`src/rtl/router_reg_gen_pkg.sv`:
```
// Shared definitions for the router register stage: header field helpers,
// error-code bits, parity mode selectors and the CRC update function.
// The helpers work on 64-bit carriers so any DATA_W up to 64 can use them;
// callers zero-extend operands and size-cast the result back down.
package router_pkg;

    localparam int HDR_MAX_W = 64;

    localparam logic [1:0] ERR_PARITY = 2'b01;
    localparam logic [1:0] ERR_LEN    = 2'b10;

    localparam int PARITY_XOR = 0;
    localparam int PARITY_CRC = 1;

    // All-ones in the low w bits.
    function automatic logic [HDR_MAX_W-1:0] width_mask(input int w);
        if (w >= HDR_MAX_W)
            return '1;
        return (64'd1 << w) - 64'd1;
    endfunction

    // Destination address field: header[addr_w-1:0].
    function automatic logic [HDR_MAX_W-1:0] hdr_addr(input logic [HDR_MAX_W-1:0] hdr,
                                                      input int addr_w);
        return hdr & width_mask(addr_w);
    endfunction

    // Declared payload length field: header[data_w-1:addr_w].
    function automatic logic [HDR_MAX_W-1:0] hdr_len(input logic [HDR_MAX_W-1:0] hdr,
                                                     input int data_w,
                                                     input int addr_w);
        return (hdr & width_mask(data_w)) >> addr_w;
    endfunction

    // One byte of MSB-first CRC: fold the byte in, then width shift steps with
    // a conditional polynomial XOR whenever the bit shifted out is set.
    function automatic logic [HDR_MAX_W-1:0] crc_step(input logic [HDR_MAX_W-1:0] acc,
                                                      input logic [HDR_MAX_W-1:0] b,
                                                      input logic [HDR_MAX_W-1:0] poly,
                                                      input int width);
        logic [HDR_MAX_W-1:0] c;
        logic [HDR_MAX_W-1:0] m;
        logic [HDR_MAX_W-1:0] top;
        m   = width_mask(width);
        top = 64'd1 << (width - 1);
        c   = (acc ^ b) & m;
        for (int i = 0; i < HDR_MAX_W; i++) begin
            if (i < width) begin
                if ((c & top) != '0)
                    c = ((c << 1) ^ poly) & m;
                else
                    c = (c << 1) & m;
            end
        end
        return c;
    endfunction

endpackage

```
`src/rtl/router_reg_gen_parity_acc.sv`:
```
// Packet parity accumulator: XOR or CRC over every header/payload byte.
// Clear has priority over enable so a new header always starts from zero.
module router_parity_acc
    import router_pkg::*;
#(
    parameter int                DATA_W      = 8,
    parameter int                PARITY_MODE = PARITY_XOR,
    parameter logic [DATA_W-1:0] CRC_POLY    = DATA_W'(8'h07)
) (
    input  logic              clock,
    input  logic              reset,
    input  logic              i_clear,
    input  logic              i_en,
    input  logic [DATA_W-1:0] i_byte,
    output logic [DATA_W-1:0] o_acc
);

    logic [DATA_W-1:0] r_acc;
    logic [DATA_W-1:0] w_next;

    // Next accumulator value for the selected check mode.
    always_comb begin
        w_next = r_acc ^ i_byte;
        if (PARITY_MODE == PARITY_CRC)
            w_next = DATA_W'(crc_step(64'(r_acc), 64'(i_byte), 64'(CRC_POLY), DATA_W));
    end

    // Accumulator register: clear on header capture, update once per byte.
    always_ff @(posedge clock or posedge reset) begin
        if (reset)
            r_acc <= '0;
        else if (i_clear)
            r_acc <= '0;
        else if (i_en)
            r_acc <= w_next;
    end

    assign o_acc = r_acc;

endmodule

```
`src/rtl/router_reg_gen.sv`:
```
// Router datapath register stage: header hold, full-FIFO byte stash, output
// byte steering, parity accumulation, payload count and end-of-packet checks.
module router_reg_gen
    import router_pkg::*;
#(
    parameter int                DATA_W      = 8,
    parameter int                ADDR_W      = 2,
    parameter int                NUM_CH      = 3,
    parameter int                PARITY_MODE = PARITY_XOR,
    parameter logic [DATA_W-1:0] CRC_POLY    = DATA_W'(8'h07),
    parameter int                LEN_CHECK   = 1
) (
    input  logic                     clock,
    input  logic                     reset,
    input  logic                     pkt_valid,
    input  logic [DATA_W-1:0]        data_in,
    input  logic                     fifo_full,
    input  logic                     detect_add,
    input  logic                     lfd_state,
    input  logic                     ld_state,
    input  logic                     laf_state,
    input  logic                     full_state,
    input  logic                     rst_int_reg,
    output logic [DATA_W-1:0]        dout,
    output logic                     parity_done,
    output logic                     low_pkt_valid,
    output logic                     err,
    output logic [1:0]               err_code,
    output logic [DATA_W-ADDR_W-1:0] byte_cnt
);

    localparam int LEN_W = DATA_W - ADDR_W;

    logic [DATA_W-1:0] r_hold_hdr;
    logic [DATA_W-1:0] r_stash;
    logic [DATA_W-1:0] r_dout;
    logic [DATA_W-1:0] r_pkt_parity;
    logic              r_parity_done;
    logic              r_parity_done_d;
    logic              r_low_pkt_valid;
    logic              r_err;
    logic [1:0]        r_err_code;
    logic [LEN_W-1:0]  r_byte_cnt;

    logic              w_addr_ok;
    logic              w_hdr_cap;
    logic              w_lfd;
    logic              w_ld;
    logic              w_laf;
    logic              w_acc_en;
    logic [DATA_W-1:0] w_acc_op;
    logic [DATA_W-1:0] w_acc;
    logic [LEN_W-1:0]  w_hdr_len;
    logic              w_pd_rise;
    logic              w_par_bad;
    logic              w_len_bad;
    logic [1:0]        w_err_code;

    // Strobes are pre-masked so each register sees a strict priority order:
    // header capture, then load-first-data, then load-data, then load-after-full.
    // full_state only ever means "hold", so it needs no strobe of its own.
    assign w_addr_ok = hdr_addr(64'(data_in), ADDR_W) < 64'(NUM_CH);
    assign w_hdr_cap = detect_add & pkt_valid & w_addr_ok;
    assign w_lfd     = ~w_hdr_cap & lfd_state;
    assign w_ld      = ~w_hdr_cap & ~lfd_state & ld_state;
    assign w_laf     = ~w_hdr_cap & ~lfd_state & ~ld_state & laf_state;

    // Header and payload bytes are accumulated exactly when they are accepted;
    // the stash replay in load-after-full is not accumulated again.
    assign w_acc_en  = w_lfd | (w_ld & pkt_valid);
    assign w_acc_op  = w_lfd ? r_hold_hdr : data_in;

    router_parity_acc #(
        .DATA_W      (DATA_W),
        .PARITY_MODE (PARITY_MODE),
        .CRC_POLY    (CRC_POLY)
    ) u_acc (
        .clock   (clock),
        .reset   (reset),
        .i_clear (w_hdr_cap),
        .i_en    (w_acc_en),
        .i_byte  (w_acc_op),
        .o_acc   (w_acc)
    );

    assign w_hdr_len  = LEN_W'(hdr_len(64'(r_hold_hdr), DATA_W, ADDR_W));
    assign w_pd_rise  = r_parity_done & ~r_parity_done_d;
    assign w_par_bad  = (w_acc != r_pkt_parity);
    assign w_len_bad  = (LEN_CHECK != 0) && (r_byte_cnt != w_hdr_len);
    assign w_err_code = (w_par_bad ? ERR_PARITY : 2'b00) | (w_len_bad ? ERR_LEN : 2'b00);

    // Header byte is held for replay in the load-first-data cycle.
    always_ff @(posedge clock or posedge reset) begin
        if (reset)
            r_hold_hdr <= '0;
        else if (w_hdr_cap)
            r_hold_hdr <= data_in;
    end

    // Output byte steering; dout freezes while the FIFO is full.
    always_ff @(posedge clock or posedge reset) begin
        if (reset)
            r_dout <= '0;
        else if (w_lfd)
            r_dout <= r_hold_hdr;
        else if (w_ld && !fifo_full)
            r_dout <= data_in;
        else if (w_laf)
            r_dout <= r_stash;
    end

    // Stash the byte (payload or parity) that arrives while the FIFO is full.
    always_ff @(posedge clock or posedge reset) begin
        if (reset)
            r_stash <= '0;
        else if (w_ld && fifo_full)
            r_stash <= data_in;
    end

    // Payload byte counter, saturating at all-ones.
    always_ff @(posedge clock or posedge reset) begin
        if (reset)
            r_byte_cnt <= '0;
        else if (w_hdr_cap)
            r_byte_cnt <= '0;
        else if (w_ld && pkt_valid && (r_byte_cnt != '1))
            r_byte_cnt <= r_byte_cnt + LEN_W'(1);
    end

    // Parity byte capture and end-of-packet flags.
    always_ff @(posedge clock or posedge reset) begin
        if (reset) begin
            r_pkt_parity    <= '0;
            r_low_pkt_valid <= 1'b0;
            r_parity_done   <= 1'b0;
        end else if (w_hdr_cap) begin
            r_pkt_parity    <= '0;
            r_low_pkt_valid <= 1'b0;
            r_parity_done   <= 1'b0;
        end else begin
            if (w_ld && !pkt_valid)
                r_pkt_parity <= data_in;
            if (rst_int_reg)
                r_low_pkt_valid <= 1'b0;
            else if (w_ld && !pkt_valid)
                r_low_pkt_valid <= 1'b1;
            if (w_ld && !pkt_valid && !fifo_full)
                r_parity_done <= 1'b1;
            else if (w_laf && r_low_pkt_valid && !r_parity_done)
                r_parity_done <= 1'b1;
        end
    end

    // Error evaluation on the cycle after parity_done rises; held until next header.
    always_ff @(posedge clock or posedge reset) begin
        if (reset) begin
            r_parity_done_d <= 1'b0;
            r_err           <= 1'b0;
            r_err_code      <= 2'b00;
        end else if (w_hdr_cap) begin
            r_parity_done_d <= 1'b0;
            r_err           <= 1'b0;
            r_err_code      <= 2'b00;
        end else begin
            r_parity_done_d <= r_parity_done;
            if (w_pd_rise) begin
                r_err_code <= w_err_code;
                r_err      <= |w_err_code;
            end
        end
    end

    assign dout          = r_dout;
    assign parity_done   = r_parity_done;
    assign low_pkt_valid = r_low_pkt_valid;
    assign err           = r_err;
    assign err_code      = r_err_code;
    assign byte_cnt      = r_byte_cnt;

endmodule
```
`config.mk`:
```
export PLATFORM = sky130hd
export DESIGN_NAME = router_reg_gen
export DESIGN_NICKNAME = d
export VERILOG_FILES = /design/src/rtl/router_reg_gen_pkg.sv /design/src/rtl/router_reg_gen_parity_acc.sv /design/src/rtl/router_reg_gen.sv
export SDC_FILE = /design/constraint.sdc
export NUM_CORES = 1
export LEC_CHECK = 0
export BUFFER_PORTS_ARGS = -buffer_cell sky130_fd_sc_hd__buf_2
export CORE_ASPECT_RATIO = 0.8
export CORE_MARGIN = 5
export CORE_UTILIZATION = 51
export CTS_CLUSTER_DIAMETER = 60
export DETAILED_ROUTE_END_ITERATION = 6
export GPL_TIMING_DRIVEN = 0
export PLACE_DENSITY = 0.82
export SLEW_MARGIN = 30
export SYNTH_ARGS = -nofsm -noshare
export SYNTH_HDL_FRONTEND = slang
export SYNTH_SLANG_ARGS = --single-unit
export TNS_END_PERCENT = 1
```
`constraint.sdc`:
```
create_clock -name clock -period 1.5 [get_ports clock]
set_input_delay 0.225 -clock clock [delete_from_list [all_inputs] [get_ports clock]]
set_output_delay 0.225 -clock clock [all_outputs]
set_load 0.005 [all_outputs]
```
# [Yosys cells after proc, flatten, opt, wreduce, memory -nomap -nowiden]
# Index checks and enable logic that the tools add are counted.
[word_totals] regBits=52 out_inout_bits=19 elab_cells=74
[op_classes] addsub=1 order_cmp=1 eq_ne=3 muxes=23 n_bitwise=16 n_reduce_logical=19
[ops] op="8-bit 2-to-1 mux" count=8
[ops] op="6-bit 2-to-1 mux" count=2
[ops] op="1-bit 2-to-1 mux" count=10
[ops] op="1-bit AND" count=9
[ops] op="3-bit nonzero test" count=3
[ops] op="1-bit logical AND" count=8
[ops] op="8-bit != test" count=1
[ops] op="2-bit nonzero test" count=4
[ops] op="8-bit XOR" count=1
[ops] op="6-bit by 1-bit adder with 6-bit output, second input constant" count=1
[ops] op="2-bit 2-to-1 mux" count=3
[ops] op="6-bit != test" count=1
[ops] op="6-bit != test, second input constant" count=1
[ops] op="1-bit inverter" count=4
[ops] op="1-bit zero test" count=3
[ops] op="2-bit < comparator, second input constant" count=1
[ops] op="1-bit by 2-bit OR with 2-bit output" count=1
[ops] op="2-bit OR reduction" count=1
[ops] op="1-bit OR" count=1

# [Logic depth before layout (Yosys ltp)]
# Gate-level depths: netlist (run 1).
[depth] depth_word=11 depth_mapped=6

# [By module]
# Synthesis (run 1) repeated with hierarchy kept, for this count alone.
[hier_totals] hier_cells=254 area_unflattened_um2=2710.1
[modules_own_cells] module="router_reg_gen" n_inst=1 cells_per_inst=218 area_each_um2=2299.7 seq_area_each_um2=1101.1
[modules_own_cells] module="router_parity_acc" n_inst=1 cells_per_inst=36 area_each_um2=410.4 seq_area_each_um2=200.2

# [Worst setup path before layout (run 1)]
# No wires, ideal clock.
[synth_timing] kind="register to register" start="register r_byte_cnt[0], in the netlist byte_cnt[0]" end="register r_byte_cnt[3], in the netlist byte_cnt[3]" setup_time_ns=0.079 arrival_time_ns=1.260 setup_slack_ns=0.160 path_stages_with_launch=6 path_buffers=0 period_less_slack_ns=1.340 cell_sequence="dfrtp_1 > ha_1 > nand2_1 > o211a_4 > nand4_1 > mux2i_1"
[synth_via] elab_chain_len=3 elab_cells_between_ends=6 classes_between="add/sub (1); eq/ne (1); mux (2); reduce/logical (2)"
[synth_rtl] element="from (decl)" line="router_reg_gen.sv:43" text="logic [LEN_W-1:0] r_byte_cnt;"
[synth_rtl] element="from (signal assigned)" line="router_reg_gen.sv:127" text="r_byte_cnt <= r_byte_cnt + LEN_W'(1);"
[synth_rtl] element="6-bit by 1-bit adder with 6-bit output / 6-bit != test (equally long branches)" line="router_reg_gen.sv:127, router_reg_gen.sv:126"
[synth_rtl] element="6-bit 2-to-1 mux / 1-bit logical AND (equally long branches)" line="router_reg_gen.sv:126" text="else if (w_ld && pkt_valid && (r_byte_cnt != '1))"
[synth_rtl] element="6-bit 2-to-1 mux / 2-bit nonzero test (equally long branches)"
# Parallel ways exist; a longest one is shown, timed or not. The select of a mux whose other input is x is not followed.
# A chain may end at the register's enable or synchronous reset.

# [Worst setup path after layout (run 1)]
# Same ends and word-level chain as after synthesis.

==> results.py, run 1 <==
metrics = {
    "critical_path": {
        "end_kind": "flip-flop",
        "crit_fanout": 6,
        "start_kind": "flip-flop",
        "worstPathRequired_ps": 1730,
        "worstPathArrival_ps": 1620,
        "critPathSlowestCell": "dfrtp_2",
        "crit_type": "reg2reg",
        "crit_path_cell_trace": "ha_4 -> nand2_1 -> o211a_4 -> nand4_1 -> mux2i_1",
        "critPathTopFamily": "flip-flops",
        "path_buf_inv": 0,
        "cpPeakStageDelay_ps": 470,
    },
    "placement": {
        "place_area_mm2": 0.00287,
        "gp_congestion": 0.924,
        "dp_cells": 339,
        "dp_hpwl_um": 4530,
        "port_buffers": 35,
    },
    "routing": {
        "wirelength_um": 6210,
        "first_pass_iters": 4,
        "drc": 0,
        "routed-via-count": 2042,
        "wl_per_cell_um": 17.8,
        "drt_iter0_drc": 134,
        "via_per_inst": 5.87,
        "antenna_left": 0,
    },
    "floorplan": {
        "rows": 23,
        "die_area_mm2": 0.00660,
        "start_util_pct": 52.2,
        "core_mm2": 0.00495,
        "fp.dieH_um": 73.7,
        "io_pins": 37,
        "fp.dieW_um": 89.6,
    },
    "sta": {
        "rsz0062_at_grt": "no",
        "finalSetupViolCount": 0,
        "drv_slew": 0,
        "tightest_slew_ps": 592,
        "finalCritPeriodShare_pct": 92.5,
        "hold_violations": 0,
        "fin_skew_ps": 7.44,
        "timing.final.crit_period_ps": 1390,
        "max_freq_ghz": 0.720,
        "max_slew_margin_pct": 60.4,
    },
    "synth": {
        "seq_area_frac_synth_pct": 50.3,
        "synth_cells": 241,
        "synth.distinct_cells": 49,
        "synth-edff-count": 0,
        "synth-compound-area-share_pct": 16.2,
        "synth_xor_area_share_pct": 7.79,
        "async_flop_share_pct": 100,
        "synth_nets": 260,
        "netlist_area_mm2": 0.00259,
        "synthAdderAreaFrac_pct": 0.484,
        "synth_warnings": 0,
        "syn_avg_cell_area_um2": 10.7,
        "synth_top_family_by_area": "compound AO/OA/AOI/OAI gates",
        "synth_ff_type": "dfrtp_1",
        "synthSimpleGateAreaFrac_pct": 16.1,
        "synth-seq-cells": 52,
        "muxShareOfSynthArea_pct": 5.81,
    },
    "final_layout": {
        "num-nets-final": 304,
        "final_cells": 348,
        "area_delta_synth_final_pct": 15.5,
        "num_antenna_cells": 0,
        "design_area_mm2": 0.00299,
        "layout-drive-gt1-share_pct": 24.8,
    },
    "clock_network": {
        "post_cts_buffers": 0,
        "cts_buffers": 5,
        "clk_path_buf_depth": 2,
        "clkTransAtPathRegs_ps": 90,
        "clock-sinks": 52,
        "h-tree-depth": 2,
        "root_buffer": "clkbuf_8",
        "cts_tree": "built",
        "clock_latency_ps": 310,
    },
    "grt": {
        "grt_max_degree": 53,
        "grt_use_total_pct": 20.5,
        "grt_pass1_vias": 1965,
        "overflow": 0,
        "antenna_found_initial": 0,
        "grt_first_pass_wirelength_um": 10000,
    },
    "min_path": {
        "hold_class": "in2reg",
    },
    "run": {
        "maxCapViolCount": 0,
    },
    "power_and_ir_drop": {
        "power.leakage_nw": 1.41,
        "fin_total_pwr_mw": 3.70,
        "vdd.ir_drop.worst_uv": 581,
        "p_per_area_mw_per_mm2": 1240,
    },
    "outcome": {
        "outcome": "complete, no violations",
    },
}
-- flip-flops by register name, indices dropped and copies added, names as in the netlist --
name and cells:
err 1, dout 8, err_code 2, r_parity_done_d 1, r_pkt_parity 8, r_stash 8
u_acc.o_acc 8, parity_done 1, byte_cnt 6, r_hold_hdr 8, low_pkt_valid 1
-- cells in the final DEF (no fill, tap or decap), drive strengths merged, types with 3 or more instances in the layout --
cell type,instances
dfrtp,52
buf,45
nand2,34
nor2,21
xnor2,12
xor2,11
clkbuf,10
a22o,8
mux2,8
a32oi,8
o21ai,8
a21oi,7
nand2b,6
inv,5
nand4,4
o211ai,3
or3,3
o31ai,3
mux2i,3
nor3,3
nor2b,3
-- Yosys cell counts, drive strengths merged, types with 4 or more instances --
library cell	count	area, um^2
xor2	11	96.3
buf	9	60.1
nand2	34	128
a32oi	8	70.1
a22o	8	70.1
nand2b	6	37.5
nand4	4	25.0
dfrtp	52	1300
nor2	21	81.3
a21oi	7	35.0
mux2	8	120
xnor2	12	105
inv	5	18.8
o21ai	8	40.0
-- kinds of logic (layout without fill, tap and decap cells) --
| family | Yosys count | in the layout |
|---|---|---|
| AOI/OAI and AO/OA | 53 | 53 |
| buffers and inverters | 16 | 61 |
| adders and majority gates | 1 | 1 |
| and+or+nand+nor | 85 | 85 |
| DFF | 52 | 52 |
| muxes | 11 | 11 |
| xor gates and xnor gates | 23 | 23 |
-- final timing paths --
path / startpoint / endpoint / slack, ps / cells after the start
min reg2reg: dout[1] / dout[1] / 480 / 2
min: rst_int_reg / low_pkt_valid / 60 / 2
max: byte_cnt[0] / byte_cnt[3] / 110 / 5
min in group asynchronous: reset / u_acc.o_acc[0] / 500 / 4
max reg2reg: byte_cnt[0] / byte_cnt[3] / 110 / 5
max in group asynchronous: reset / byte_cnt[1] / 770 / 4
-- metrics by stage --
step	TNS [ps]	hold WS [ps]	setup WS (ps)	utilization [%]
2_1_floorplan	0	298	17.1	-
3_3_place_gp	-33460	395	-629	57.4
3_5_place_dp	-1450	295	-94.2	58.0
4_1_cts	0	61.9	21.7	60.0
5_1_grt	0	72.1	26.7	60.3
6_report	0	63.7	112	60.3
-- power by group --
group / internal [mW] / switching (mW)
combinational: 0.476 / 0.454
clock: 0.377 / 0.453
sequential: 1.70 / 0.243
total: 2.55 / 1.15
-- worst register-to-register path: cells and delay by family, from the launching register on --
family | cells | cell delay [ps]
flip-flops | 1 | 470
AO/OA/AOI/OAI | 1 | 290
adder cells (fa/ha/maj) | 1 | 170
AND/OR/NAND/NOR | 2 | 190
multiplexers | 1 | 200
-- final cells by class --
class	count	area, um^2
fill	408	1960
sequential	52	1300
multi-input combinational	173	1210
timing repair buffer	37	213
clock buffer	8	90.1
tap	62	77.6
buffer	11	67.6
inverter	5	21.3
-- layer usage --
layer  share of wire, %  global-route usage [%]
met1                 44                    28.3
met2                 47                    30.8
met3                8.0                    6.50
met4                1.2                    5.95
met5                  0                       0
-- timing repair --
action | CTS | global route
endpoints found under the setup margin | 1 | 5
hold buffers | 1 | 0
gates resized for setup | 1 | 4
hold endpoints to repair | 52 | 0
pin swaps | 0 | 0
(Power assumes the default switching activity.)
==> run 2: changes to the inputs <==
Settings changed: CTS_BUF_LIST set to sky130_fd_sc_hd__clkbuf_16.
==> results.py, run 2 (same netlist as run 1, synthesis figures left out) <==
metrics = {
    "power_and_ir_drop": {
        "power.leakage_nw": 1.44,
        "vdd.ir_drop.worst_uv": 830,
        "p_per_area_mw_per_mm2": 1310,
    },
    "sta": {
        "max_slew_margin_pct": 61.0,
        "rsz0062_at_grt": "no",
        "fin_skew_ps": 3.47,
        "drv_slew": 0,
        "finalWorstSetupSlack_ps": 79.7,
        "timing.final.crit_period_ps": 1420,
        "tightest_slew_ps": 583,
        "hold_violations": 0,
        "max_freq_ghz": 0.704,
        "tns_ps": 0,
        "finalSetupViolCount": 0,
        "finalCritPeriodShare_pct": 94.7,
    },
    "routing": {
        "wl_per_cell_um": 18.0,
        "drc": 0,
        "wirelength_um": 6260,
        "drt_iter0_drc": 126,
        "via_per_inst": 5.84,
        "antenna_left": 0,
        "first_pass_iters": 4,
        "routed-via-count": 2034,
    },
    "final_layout": {
        "num-nets-final": 304,
        "final_common_cell": "dfrtp_1",
        "num_antenna_cells": 0,
        "area_delta_synth_final_pct": 16.8,
        "fillCellCount": 401,
        "final_cell_mix": "dfrtp_1 (50), buf_2 (41), nand2_1 (34)",
        "layout-drive-gt1-share_pct": 24.1,
        "register_area_mm2": 0.00130,
        "multi_input_area_mm2": 0.00120,
    },
    "floorplan": {
        "io_pins": 37,
        "fp.dieW_um": 89.6,
        "rows": 23,
        "start_util_pct": 52.2,
        "fp.dieH_um": 73.7,
        "core_mm2": 0.00495,
        "die_area_mm2": 0.00660,
    },
    "grt": {
        "antenna_found_initial": 0,
        "grt_use_total_pct": 20.4,
        "overflow": 0,
        "grt_pass1_vias": 1968,
        "grt_max_degree": 53,
        "grt_first_pass_wirelength_um": 10000,
    },
    "placement": {
        "gp_congestion": 0.924,
        "port_buffers": 35,
        "pre_cts_ws_ps": -94.2,
        "dp_hpwl_um": 4530,
    },
    "critical_path": {
        "critPathTopFamily": "flip-flops",
        "start_kind": "flip-flop",
        "end_kind": "flip-flop",
        "worstPathRequired_ps": 1670,
        "path_buf_inv": 0,
        "crit_type": "reg2reg",
        "crit_path_cell_trace": "ha_1 -> nand2_1 -> o211a_4 -> xnor2_1 -> nor2_1",
        "worstPathArrival_ps": 1590,
        "critPathSlowestCell": "dfrtp_2",
        "cpPeakStageDelay_ps": 440,
        "crit_fanout": 6,
    },
    "run": {
        "maxCapViolCount": 0,
    },
    "clock_network": {
        "post_cts_buffers": 0,
        "clock-sinks": 52,
        "cts_buffers": 5,
        "clock_latency_ps": 290,
        "h-tree-depth": 2,
        "root_buffer": "clkbuf_16",
        "clk_path_buf_depth": 2,
        "clkTransAtPathRegs_ps": 60,
        "cts_tree": "built",
    },
    "outcome": {
        "outcome": "complete, no violations",
    },
    "min_path": {
        "hold_class": "in2reg",
    },
}
[run 2: worst paths after layout]
check,startpoint,to,slack [ps],depth (start not counted)
min reg2reg,dout[1],dout[1],480,2
max in group asynchronous,reset,byte_cnt[1],750,4
min,rst_int_reg,low_pkt_valid,90,2
min in group asynchronous,reset,u_acc.o_acc[0],520,4
max reg2reg,byte_cnt[0],byte_cnt[0],80,5
max,byte_cnt[0],byte_cnt[0],80,5
[run 2: power breakdown]
part / total, mW / switching, mW / internal (mW)
Combinational: 0.928 / 0.455 / 0.473
Sequential: 1.94 / 0.241 / 1.70
Clock: 1.08 / 0.482 / 0.601
Total: 3.95 / 1.18 / 2.77
[run 2: layout make-up]
cell class,instances,share of cell area (%)
well taps,62,2.57
clock buffers,5,4.14
flip-flops and latches,52,43.2
plain buffers,11,2.24
clock inverters,3,0.373
multi-input cells,173,39.8
repair buffers,37,7.04
inverters,5,0.704
[run 2: what timing repair did]
action	in CTS	in global routing
hold buffers	1	0
endpoints found under the setup margin	0	5
gates resized for setup	0	3
hold endpoints to repair	52	0
[run 2: worst register-to-register path, cell delays in order, from the launching register on]
cell     delay, ps
dfrtp_2        440
ha_1           230
nand2_1        100
o211a_4        290
xnor2_1        190
nor2_1          60
[run 2: per-layer routing]
layer	track usage, %	part of all wire [%]	wire [um]
met1	28.8	44	2770
met2	31.0	47	2930
met3	4.26	7.2	448
met4	7.27	1.8	112
met5	0	0	0
[run 2: stage by stage]
stage | cells | instance area, um^2 | power (mW) | hold slack [ps] | util [%]
2_1_floorplan | 241 | 2590 | 2.55 | 298 | -
3_3_place_gp | 338 | 2840 | 2.82 | 395 | 57.4
3_5_place_dp | 339 | 2870 | 2.88 | 295 | 58.0
4_1_cts | 348 | 3020 | 3.97 | 91.0 | 60.9
5_1_grt | 348 | 3020 | 4.15 | 111 | 61.0
6_report | 348 | 3020 | 3.95 | 93.8 | 61.0
